## src/rtl/alu_pipe_pkg.sv

```systemverilog
// Shared opcode encoding and defaults for the two-stage streaming ALU.
// The result struct is declared in alu_pipe because its width follows DATA_W.
package alu_pipe_pkg;
  localparam int          OP_W        = 4;
  localparam logic [15:0] ILL_PAT_DEF = 16'hDEAD;

  typedef enum logic [OP_W-1:0] {
    OP_ADD = 4'd0,
    OP_SUB = 4'd1,
    OP_AND = 4'd2,
    OP_OR  = 4'd3,
    OP_XOR = 4'd4,
    OP_MUL = 4'd5,
    OP_SHL = 4'd6,
    OP_SHR = 4'd7,
    OP_CMP = 4'd8
  } op_e;
endpackage

```

## src/rtl/alu_pipe_exec.sv

```systemverilog
// Combinational ALU datapath: opcode and operands in, result and flags out.
// Unknown opcodes produce the illegal pattern and raise err.
module alu_pipe_exec
  import alu_pipe_pkg::*;
#(
  parameter int          DATA_W  = 8,
  parameter int          RES_W   = 2*DATA_W,
  parameter logic [15:0] ILL_PAT = ILL_PAT_DEF
) (
  input  logic [OP_W-1:0]   i_opcode,
  input  logic [DATA_W-1:0] i_a,
  input  logic [DATA_W-1:0] i_b,
  output logic [RES_W-1:0]  o_result,
  output logic              o_carry,
  output logic              o_zero,
  output logic              o_err
);
  localparam int SH_W = $clog2(DATA_W);

  logic [DATA_W:0]   w_sum;
  logic [DATA_W-1:0] w_diff;
  logic [SH_W-1:0]   w_sh;
  logic [RES_W-1:0]  w_a_ext;
  logic [RES_W-1:0]  w_b_ext;
  logic [RES_W-1:0]  w_res;

  assign w_sum   = {1'b0, i_a} + {1'b0, i_b};
  assign w_diff  = i_a - i_b;
  // Only the low log2(DATA_W) bits of b select the shift distance.
  assign w_sh    = i_b[SH_W-1:0];
  assign w_a_ext = RES_W'(i_a);
  assign w_b_ext = RES_W'(i_b);

  always_comb begin
    w_res   = '0;
    o_carry = 1'b0;
    o_err   = 1'b0;
    case (i_opcode)
      OP_ADD: begin
        w_res   = RES_W'(w_sum[DATA_W-1:0]);
        o_carry = w_sum[DATA_W];
      end
      OP_SUB: begin
        w_res   = RES_W'(w_diff);
        o_carry = (i_a < i_b);
      end
      OP_AND:  w_res = w_a_ext & w_b_ext;
      OP_OR:   w_res = w_a_ext | w_b_ext;
      OP_XOR:  w_res = w_a_ext ^ w_b_ext;
      OP_MUL:  w_res = w_a_ext * w_b_ext;
      OP_SHL:  w_res = w_a_ext << w_sh;
      OP_SHR:  w_res = w_a_ext >> w_sh;
      OP_CMP:  w_res = RES_W'({i_a < i_b, i_a == i_b});
      default: begin
        w_res = RES_W'(ILL_PAT);
        o_err = 1'b1;
      end
    endcase
  end

  assign o_result = w_res;
  assign o_zero   = (w_res == '0);
endmodule

```

## src/rtl/alu_pipe.sv

```systemverilog
// Two-stage streaming ALU with valid/ready on both sides and tag passthrough.
// S1 registers the operation, S2 registers the computed result and flags.
module alu_pipe
  import alu_pipe_pkg::*;
#(
  parameter  int          DATA_W  = 8,
  parameter  int          TAG_W   = 4,
  parameter  logic [15:0] ILL_PAT = ILL_PAT_DEF,
  localparam int          RES_W   = 2*DATA_W
) (
  input  logic              clk,
  input  logic              rst,
  input  logic              in_valid,
  output logic              in_ready,
  input  logic [OP_W-1:0]   in_opcode,
  input  logic [DATA_W-1:0] in_a,
  input  logic [DATA_W-1:0] in_b,
  input  logic [TAG_W-1:0]  in_tag,
  output logic              out_valid,
  input  logic              out_ready,
  output logic [RES_W-1:0]  out_result,
  output logic [TAG_W-1:0]  out_tag,
  output logic              out_carry,
  output logic              out_zero,
  output logic              out_err
);
  typedef struct packed {
    logic [RES_W-1:0] result;
    logic             carry;
    logic             zero;
    logic             err;
  } res_t;

  logic [2:1]        r_vld_pipe;
  logic [OP_W-1:0]   r_s1_op;
  logic [DATA_W-1:0] r_s1_a;
  logic [DATA_W-1:0] r_s1_b;
  logic [TAG_W-1:0]  r_s1_tag;
  logic [TAG_W-1:0]  r_s2_tag;
  res_t              r_s2_res;
  res_t              w_exec;
  logic              w_s1_adv;
  logic              w_s2_adv;

  // Each stage may drain and refill in the same cycle, so a full pipe streams.
  assign w_s2_adv = !r_vld_pipe[2] || out_ready;
  assign w_s1_adv = !r_vld_pipe[1] || w_s2_adv;
  assign in_ready = w_s1_adv;

  alu_pipe_exec #(
    .DATA_W  (DATA_W),
    .RES_W   (RES_W),
    .ILL_PAT (ILL_PAT)
  ) u_exec (
    .i_opcode (r_s1_op),
    .i_a      (r_s1_a),
    .i_b      (r_s1_b),
    .o_result (w_exec.result),
    .o_carry  (w_exec.carry),
    .o_zero   (w_exec.zero),
    .o_err    (w_exec.err)
  );

  always_ff @(posedge clk or posedge rst) begin
    if (rst) begin
      r_vld_pipe <= '0;
      r_s1_op    <= '0;
      r_s1_a     <= '0;
      r_s1_b     <= '0;
      r_s1_tag   <= '0;
      r_s2_tag   <= '0;
      r_s2_res   <= '0;
    end else begin
      if (w_s1_adv) begin
        r_vld_pipe[1] <= in_valid;
        if (in_valid) begin
          r_s1_op  <= in_opcode;
          r_s1_a   <= in_a;
          r_s1_b   <= in_b;
          r_s1_tag <= in_tag;
        end
      end
      // Output registers only load on a real beat so they hold while stalled.
      if (w_s2_adv) begin
        r_vld_pipe[2] <= r_vld_pipe[1];
        if (r_vld_pipe[1]) begin
          r_s2_res <= w_exec;
          r_s2_tag <= r_s1_tag;
        end
      end
    end
  end

  assign out_valid  = r_vld_pipe[2];
  assign out_result = r_s2_res.result;
  assign out_carry  = r_s2_res.carry;
  assign out_zero   = r_s2_res.zero;
  assign out_err    = r_s2_res.err;
  assign out_tag    = r_s2_tag;
endmodule

```

## config.mk

```make
export PLATFORM = sky130hd
export DESIGN_NAME = alu_pipe
export DESIGN_NICKNAME = d
export VERILOG_FILES = /design/src/rtl/alu_pipe_pkg.sv /design/src/rtl/alu_pipe_exec.sv /design/src/rtl/alu_pipe.sv
export SDC_FILE = /design/constraint.sdc
export NUM_CORES = 1
export LEC_CHECK = 0
export CORE_UTILIZATION = 55
export CTS_CLUSTER_SIZE = 12
export DETAILED_ROUTE_END_ITERATION = 12
export GPL_TIMING_DRIVEN = 1
export PLACE_DENSITY = 0.76
export SETUP_SLACK_MARGIN = 0.2
export SYNTH_ARGS = -nofsm -noshare
export SYNTH_HDL_FRONTEND = slang
export SYNTH_HIERARCHICAL = 1
export SYNTH_SLANG_ARGS = --single-unit
```

## constraint.sdc

```tcl
create_clock -name clk -period 6.3 [get_ports clk]
set_input_delay 1.89 -clock clk [delete_from_list [all_inputs] [get_ports clk]]
set_output_delay 1.89 -clock clk [all_outputs]
set_load 0.02 [all_outputs]
```

# Word-level counts from Yosys, hierarchy flattened
# Cells that the tools add are included.
dict set report word_totals {
  ff_bits 49
  latchBits 0
  ram_bits 0
  romBits 0
  n_memories 0
}
dict set report op_classes {
  addsub 2
  n_mul 1
  div 0
  magnitude_cmp 1
  eq_ne 9
  shift 2
  muxes 3
  bitwise_logic 3
  n_reduce_logical 9
}
# operator n
set ops {}
lappend ops {{one-hot mux 16 bit (9 select lines)} 1}
lappend ops {{== test 4 x 3 -> 1 bit (second input constant)} 4}
lappend ops {{zero test 16 bit} 1}
lappend ops {{multiplier 8 x 8 -> 16 bit} 1}
lappend ops {{<< shifter 8 x 3 -> 16 bit} 1}
lappend ops {{right shift 8 x 3 -> 16 bit} 1}
lappend ops {{adder 8 x 8 -> 9 bit} 1}
lappend ops {{OR reduction 9 bit} 1}
lappend ops {{AND 8 bit} 1}
lappend ops {{== test 4 x 2 -> 1 bit (second input constant)} 2}
lappend ops {{== test 8 bit} 1}
lappend ops {{less-than comparator 8 bit} 1}
lappend ops {{bitwise OR 8 bit} 1}
lappend ops {{subtractor 8 bit} 1}
lappend ops {{bitwise XOR 8 bit} 1}
lappend ops {{== test 4 x 1 -> 1 bit (second input constant)} 1}
lappend ops {{== test 4 bit (second input constant)} 1}
lappend ops {{zero test 4 bit} 1}
lappend ops {{AND reduction 2 bit} 2}
lappend ops {{zero test 1 bit} 2}
lappend ops {{logical OR 1 bit} 2}
lappend ops {{one-hot mux 1 bit (2 select lines)} 1}
lappend ops {{2-to-1 mux 1 bit} 1}

# Depth between registers and ports, before layout
# Gate-level depths: netlist of run 1.
dict set report depth {
  depth_word 4
  ltp_mapped 19
}

# Hierarchy
# The synthesis of run 1 kept the hierarchy.
# module n_inst cells_each area_per_inst_um2 seq_area_each_um2
set modules_own_cells {}
lappend modules_own_cells {alu_pipe_exec 1 549 4139.0 0.0}
lappend modules_own_cells {alu_pipe 1 107 2029.4 1226.2}

# Worst setup path before layout of run 1
# No wires, ideal clock.
dict set report synth_path {
  kind {reg2reg}
  from {register r_s1_b[2]}
  to {register r_s2_res (netlist bit out_zero)}
  setup_ps 64
  t_arrival_ps 4769
  t_required_ps 6236
  slack_ps 1467
  path_stages_with_launch 19
  n_path_buf 1
  period_less_slack_ps 4833
  path_cell_list {dfrtp_1 inv_1 clkbuf_1 nor2_1 fa_1 fa_1 inv_1 fa_1 fa_1 inv_1 ha_1 a211o_1 and2_1 and3b_1 o21ai_0 or3b_2 nor4_1 and4b_1 mux2_4}
}
# item line
set synth_rtl {}
lappend synth_rtl {{start: declaration} alu_pipe.sv:37} ;# logic [DATA_W-1:0] r_s1_b;
lappend synth_rtl {{start signal: assignment} alu_pipe.sv:79} ;# r_s1_b <= in_b;
lappend synth_rtl {{end signal: assignment} alu_pipe.sv:87} ;# r_s2_res <= w_exec;
lappend synth_rtl {{end: declaration} alu_pipe.sv:40} ;# res_t r_s2_res;

==> summary.txt, run 1 <==
Synthesis
  – Mapped Avg Cell Area: 9.40 sq um
  – Post-synthesis sequential area ratio: 0.199
  – EDFF count, synth: 0
  – #FFs+latches synth: 49
  – Synth Instances: 656
  – Ys async rst share: 1.00
  – Yosys Warn Count: 6
  – Post-synthesis cell type count: 79
  – Area of the mapped netlist: 0.00617 sq mm
  – Main synth FF type: dfrtp_1
  – Syn Nets: 783

CTS
  – CTS buffer count: 5
  – Clock buffer depth: 2
  – Post_cts resized: 0
  – Worst skew pair latency: 0.33 ns
  – Clock edge transition at the registers on the reported setup and hold paths: 0.10 ns
  – Post-CTS Repair Setup Buffers: 0
  – Hold-fix buffers at CTS: 0
  – CTS tree: done
  – Root Driver: clkbuf_8
  – # clock sinks: 49
  – Htree depth: 2

Floorplanning
  – Die width: 108 um
  – Total die area: 0.0116 sq mm
  – Row cnt: 38
  – Core ar.: 0.0109 sq mm
  – Initial Util: 0.567
  – Ports: 53
  – Die height: 108 um

Setup path
  – Critical Path Max Stage Delay: 0.70 ns
  – Worst reg2reg path depth: 16
  – Crit path cell chain: inv_1 > nor2_1 > fa_1 > fa_1 > fa_1 > inv_1 > fa_1 > inv_1 > ha_1 > or3_1 > o311ai_1 > a211o_1 > nand3_1 > a2111oi_0 > and4b_1 > mux2_4
  – Arr. time, crit path: 5.88 ns
  – CP Depth: 16
  – Slowest CP cell: dfrtp_1
  – Startpoint type of the worst setup path: flop
  – CP Class: flop to flop
  – Buffers and inverters on the worst path: 3
  – Delay-heaviest family, CP: adder cells
  – Worst-path maximum fanout: 12
  – Required @ worst endpoint: 6.57 ns
  – CP most frequent cell: fa_1
  – Crit. End Element: flop

Final layout
  – Net count reported at finish: 821
  – Commonest cells after routing, fill and taps aside: inv_1 (77), nor2_1 (65), ha_1 (61)
  – Share of post-route cells with drive strength above 1: 0.121
  – FF/Latch Area: 0.00123 sq mm
  – Multi-input gate area: 0.00446 sq mm
  – Area growth, synth to finish: 10.7%
  – Layout fillers: 930
  – Leading cell type in the layout, fill and taps excluded: inv_1
  – Antenna fix cells: 0

Route
  – Drt drc: 0
  – First-pass DRT Iterations: 5
  – Post-DR vias/cell: 6.32
  – Drt first-iter violations: 613
  – Drt wl/cell: 22.7 um
  – Via total after detailed routing: 5280
  – Post-Route WL: 19000 um
  – DRT antenna net count: 0

STA
  – Tcrit/Tclk final: 0.889
  – Fin. max-slew vios: 0
  – Fmax: 179 MHz
  – Post-Route Setup TNS: 0 ns
  – RSZ-0062 raised after global routing: false
  – Final setup skew: 0.00857 ns
  – Slew HR: 0.110
  – Final Setup Violations: 0
  – Worst-margin pin slew: 1.32 ns
  – Final hold vios: 0
  – Min cycle time layout: 5.60 ns

Power and ir drop
  – PnR Total Power: 3.02 mW
  – Worst IR drop on VDD: 470 uV
  – Comb pwr share: 0.776
  – Psw: 1.56 mW
  – PwrDens: 442 mW/mm^2
  – Share of power burned in the clock network: 0.066
  – Flop pwr share: 0.158
  – Internal: 1.46 mW
  – Sw Share: 0.517
  – Leakage power: 3.27 nW

Global route
  – Largest net degree at the start of global routing: 50
  – GRT met2 Usage: 0.539
  – Vias in the first global route: 5376
  – GRT overflow: 0
  – Initial antenna violation count: 0
  – Met3 Resource Use GR: 0.0648
  – GRT Total Usage: 0.342
  – Grt peak-use layer: met2
  – First-pass GRT wire length: 29400 um
  – Global-route track usage on met1: 0.453

Flow run
  – Max_cap viols: 0

Hold path
  – Worst hold-check path type: flop to flop
  – Hold path depth: 1

Placement
  – Gpl congestion: 1.04
  – IO Port Bufs: 52
  – Hpwl dp: 14700 um

Outcome
  – Status: complete, no violations
-- worst paths after layout --
| kind | from | slack (ns) | end |
|---|---|---|---|
| worst max-delay path | r_s1_a[1]$_DFFE_PP0P_ | 0.70 | out_zero$_DFFE_PP0P_ |
| worst min-delay path | out_result[6]$_DFFE_PP0P_ | 0.52 | out_result[6]$_DFFE_PP0P_ |
| worst max register to register | r_s1_a[1]$_DFFE_PP0P_ | 0.70 | out_zero$_DFFE_PP0P_ |
| worst min register to register | out_result[6]$_DFFE_PP0P_ | 0.52 | out_result[6]$_DFFE_PP0P_ |
| max in group asynchronous | rst | 3.52 | r_s1_tag[1]$_DFFE_PP0P_ |
| min in group asynchronous | rst | 2.14 | out_carry$_DFFE_PP0P_ |
-- worst reg2reg max path: cells and delay by family, from the launching register on --
kind	cells	cell delay [ns]
AO/OA/AOI/OAI	3	1.05
multiplexers	1	0.14
buffers and inverters	3	0.39
adder cells (fa/ha/maj)	5	2.29
AND/OR/NAND/NOR	4	0.99
flip-flops	1	0.70
-- state kept, by name (all words and copies together) (netlist names), 2 cells and up --
| name | flops |
|---|---|
| r_s1_b | 8 |
| r_s1_tag | 4 |
| out_result | 16 |
| r_vld_pipe | 2 |
| r_s1_a | 8 |
| r_s1_op | 4 |
| out_tag | 4 |
-- power by group through the flow --
stage / logic (mW) / clock network (mW) / registers (mW)
finish: 2.34 / 0.200 / 0.478
global route: 2.57 / 0.218 / 0.488
CTS: 2.30 / 0.208 / 0.477
detailed placement: 2.28 / 0 / 0.482
global placement: 2.24 / 0 / 0.482
floorplan: 1.62 / 0 / 0.521
-- synthesized netlist by cell type (7+ instances only) --
library cell	n	share of area
fa_1	38	0.12
o211ai_1	8	0.0097
mux2_2	11	0.020
a211oi_1	7	0.0085
nor3_1	8	0.0065
nand2_1	42	0.026
o22ai_1	7	0.0071
mux2_4	40	0.097
clkbuf_1	12	0.0073
nor2b_1	8	0.0081
mux2i_1	13	0.021
a21oi_1	18	0.015
and2_1	8	0.0081
a211o_1	7	0.0099
dfrtp_1	49	0.20
nor4_1	10	0.010
buf_2	11	0.0089
o21ai_0	16	0.013
ha_1	61	0.12
inv_1	78	0.047
nand3_1	11	0.0089
nor2_1	65	0.040
a21o_1	8	0.0097
nand2b_1	12	0.012
-- logic make-up after synthesis --
logic type,Yosys count,synth area share
multiplexers,69,0.154
flip-flops,49,0.199
AND/OR/NAND/NOR,200,0.168
buffers and inverters,110,0.0781
AO/OA/AOI/OAI,122,0.144
adder cells (fa/ha/maj),99,0.247
XOR/XNOR,7,0.00994
-- final cells by class --
class,instances,area share
inverters,82,0.0451
well taps,140,0.0257
flip-flops and latches,49,0.180
repair buffers,59,0.0839
clock buffers,6,0.0106
clock inverters,2,0.00202
multi-input cells,497,0.653
-- metrics by stage --
step	setup WS, ns	hold slack (ns)	utilization	std cells	area [sq um]
final	0.699	0.516	0.627	835	6830
after global routing	0.316	0.525	0.627	835	6830
after CTS	0.710	0.519	0.627	835	6830
after detailed placement	0.759	0.496	0.619	827	6740
after global placement	0.943	0.490	0.619	827	6740
after floorplan	1.47	0.479	-	656	6170
-- routing by layer --
| metal | vias up | share of wire |
|---|---|---|
| li1 | 2381 | - |
| met3 | 51 | 0.077 |
| met5 | - | 0 |
| met4 | 0 | 0.039 |
| met1 | 2614 | 0.43 |
| met2 | 234 | 0.45 |
Note: power is estimated with default switching activity, not from simulation.
==> run 2, diff against run 1 <==
ABC_AREA = 1   (was unset)
CORE_UTILIZATION = 35   (was 55)
PLACE_DENSITY = unset   (was 0.76)
==> run 2 against run 1 <==
Compared with the run above:
- wire length is 7.2% lower
- clock power increased by 34%
- count of clock-buffer cells in the layout shrank 1
- register-to-register slack improved by 0.65 ns
- sequential share of layout area fell by 0.74 points
- setup slack better by 0.35 ns
- largest power group unchanged
- utilization fell by 22 points
- largest cell class unchanged
==> summary.txt, run 2 <==
Flow run
  – Max_cap viols: 0

Final layout
  – Leading cell type in the layout, fill and taps excluded: nand2_1
  – Multi-input gate area: 0.00422 sq mm
  – Commonest cells after routing, fill and taps aside: nand2_1 (345), inv_1 (184), nand3_1 (135)
  – Net count reported at finish: 1146
  – Share of post-route cells with drive strength above 1: 0.0363
  – Layout fillers: 1926
  – Max reg flops: 16
  – Area growth, synth to finish: 11.9%
  – Antenna fix cells: 0
  – FF/Latch Area: 0.00123 sq mm

Power and ir drop
  – Worst IR drop on VDD: 177 uV
  – Leakage power: 4.24 nW
  – PwrDens: 326 mW/mm^2
  – Sw Share: 0.525
  – Internal: 1.10 mW
  – Flop pwr share: 0.215
  – Share of power burned in the clock network: 0.115
  – PnR Total Power: 2.32 mW
  – Comb pwr share: 0.669
  – Psw: 1.22 mW

Floorplanning
  – Core ar.: 0.0175 sq mm
  – Initial Util: 0.363
  – Row cnt: 48
  – Die width: 137 um
  – Ports: 53
  – Total die area: 0.0187 sq mm
  – Die height: 137 um

Synthesis
  – Synth top area cells: nand2_1 (20%), dfrtp_1 (19%), ha_1 (12%)
  – Post-synth top area share: 0.203
  – Synth Instances: 997
  – EDFF count, synth: 0
  – Ys async rst share: 1.00
  – Post-synthesis cell type count: 32
  – Top cells by count, synth: nand2_1 (345), inv_1 (185), nand3_1 (135)
  – #FFs+latches synth: 49
  – Post-synthesis sequential area ratio: 0.193
  – Most numerous cell in the Yosys netlist: nand2_1
  – Mapped Avg Cell Area: 6.38 sq um
  – Yosys Warn Count: 6
  – Syn Nets: 1124
  – Area of the mapped netlist: 0.00636 sq mm
  – Main synth FF type: dfrtp_1
  – Yosys top cell by area: nand2_1

Route
  – Via total after detailed routing: 6195
  – Drt first-iter violations: 563
  – Post-DR vias/cell: 4.98
  – Drt drc: 0
  – DRT antenna net count: 0
  – First-pass DRT Iterations: 5
  – Drt wl/cell: 14.1 um
  – Post-Route WL: 17600 um

CTS
  – CTS tree: done
  – Post-CTS Repair Setup Buffers: 0
  – Hold-fix buffers at CTS: 0
  – Root Driver: clkbuf_16
  – Htree depth: 2
  – # clock sinks: 49
  – Clock edge transition at the registers on the reported setup and hold paths: 0.06 ns
  – CTS buffer count: 5
  – Post_cts resized: 0
  – Clock buffer depth: 2
  – Worst skew pair latency: 0.29 ns

STA
  – Worst-margin pin slew: 1.01 ns
  – Final Setup Violations: 0
  – Tcrit/Tclk final: 0.834
  – Fmax: 190 MHz
  – Final hold vios: 0
  – Post-Route Setup TNS: 0 ns
  – RSZ-0062 raised after global routing: false
  – Hold slack: 0.471 ns
  – Min cycle time layout: 5.25 ns
  – Final setup skew: 0.00609 ns
  – Slew HR: 0.325
  – Fin. max-slew vios: 0

Global route
  – Largest net degree at the start of global routing: 50
  – First-pass GRT wire length: 28400 um
  – Initial antenna violation count: 0
  – Vias in the first global route: 5480
  – GRT Total Usage: 0.196
  – GRT overflow: 0

Setup path
  – CP Class: input port to output port
  – Reg-to-Reg Start: r_s1_a[1]$_DFFE_PP0P_
  – Crit. End Element: output port
  – RR Endpoint: out_zero$_DFFE_PP0P_
  – Startpoint type of the worst setup path: input port
  – Reg2Reg Setup Slack: 1.35 ns
  – Worst-path maximum fanout: 27
  – Arr. time, crit path: 3.36 ns
  – Required @ worst endpoint: 4.41 ns
  – Worst reg2reg path depth: 21

Placement
  – Hpwl dp: 14100 um
  – Gpl congestion: 0.963
  – IO Port Bufs: 52

Hold path
  – Hold Path Origin: out_result[9]$_DFFE_PP0P_
  – Worst hold-check path type: flop to flop
  – WHS Endpoint: out_result[9]$_DFFE_PP0P_
  – Hold path depth: 2

Outcome
  – Status: complete, no violations
run 2: cell types whose count changed after synthesis, sizes merged, moves of 12 or more:
cell and delta:
nand2 +305, nand3 +128, inv +111, mux2 -53
mux2i -13, nand2b -12
run 2: per-layer routing:
| layer | vias up | global-route usage | wire, um |
|---|---|---|---|
| met4 | 0 | 0.0305 | 165 |
| li1 | 3070 | - | - |
| met2 | 241 | 0.297 | 7730 |
| met3 | 18 | 0.0233 | 1300 |
| met5 | - | 0 | 0 |
| met1 | 2866 | 0.300 | 8420 |
run 2: kinds of logic after synthesis:
logic type	share of synthesized area
flip-flops	0.193
buffers and inverters	0.145
AO/OA/AOI/OAI	0.0366
XOR/XNOR	0.00688
AND/OR/NAND/NOR	0.379
adder cells (fa/ha/maj)	0.239
run 2: power groups by stage:
stage               registers, mW  clock network (mW)  logic, mW
floorplan                   0.509                   0       1.09
global placement            0.504                   0       1.53
detailed placement          0.506                   0       1.54
CTS                         0.500               0.278       1.55
global route                0.514               0.288       1.76
finish                      0.500               0.268       1.55
run 2: worst max-delay path, stage by stage:
cell	delay, ns
clkdlybuf4s50_1	0.40
inv_1	0.12
nand3_4	0.28
clkdlybuf4s50_1	0.66
run 2: worst max-delay path by stage:
stage / cells after the start / end / slack [ns] / from
2_1_floorplan: 23 / out_zero$_DFFE_PP0P_ / 1.89 / r_s1_a[1]$_DFFE_PP0P_
3_3_place_gp: 4 / in_ready / 1.04 / out_ready
3_5_place_dp: 4 / in_ready / 1.03 / out_ready
4_1_cts: 4 / in_ready / 1.02 / out_ready
5_1_grt: 4 / in_ready / 0.95 / out_ready
6_report: 4 / in_ready / 1.05 / out_ready
run 2: through the flow:
step	std cells	cell area, sq um	worst slack [ns]	utilization
2_1_floorplan	997	6360	1.89	-
3_3_place_gp	1237	6980	1.04	0.398
3_5_place_dp	1237	6980	1.03	0.398
4_1_cts	1245	7120	1.02	0.406
5_1_grt	1245	7120	0.952	0.406
6_report	1245	7120	1.05	0.406
run 2: final cells by class:
| type | instances | area share |
|---|---|---|
| clock buffer | 5 | 0.0176 |
| clock inverter | 3 | 0.00316 |
| inverter | 193 | 0.102 |
| multi-input combinational | 717 | 0.592 |
| sequential | 49 | 0.172 |
| tap | 225 | 0.0395 |
| timing repair buffer | 53 | 0.0741 |
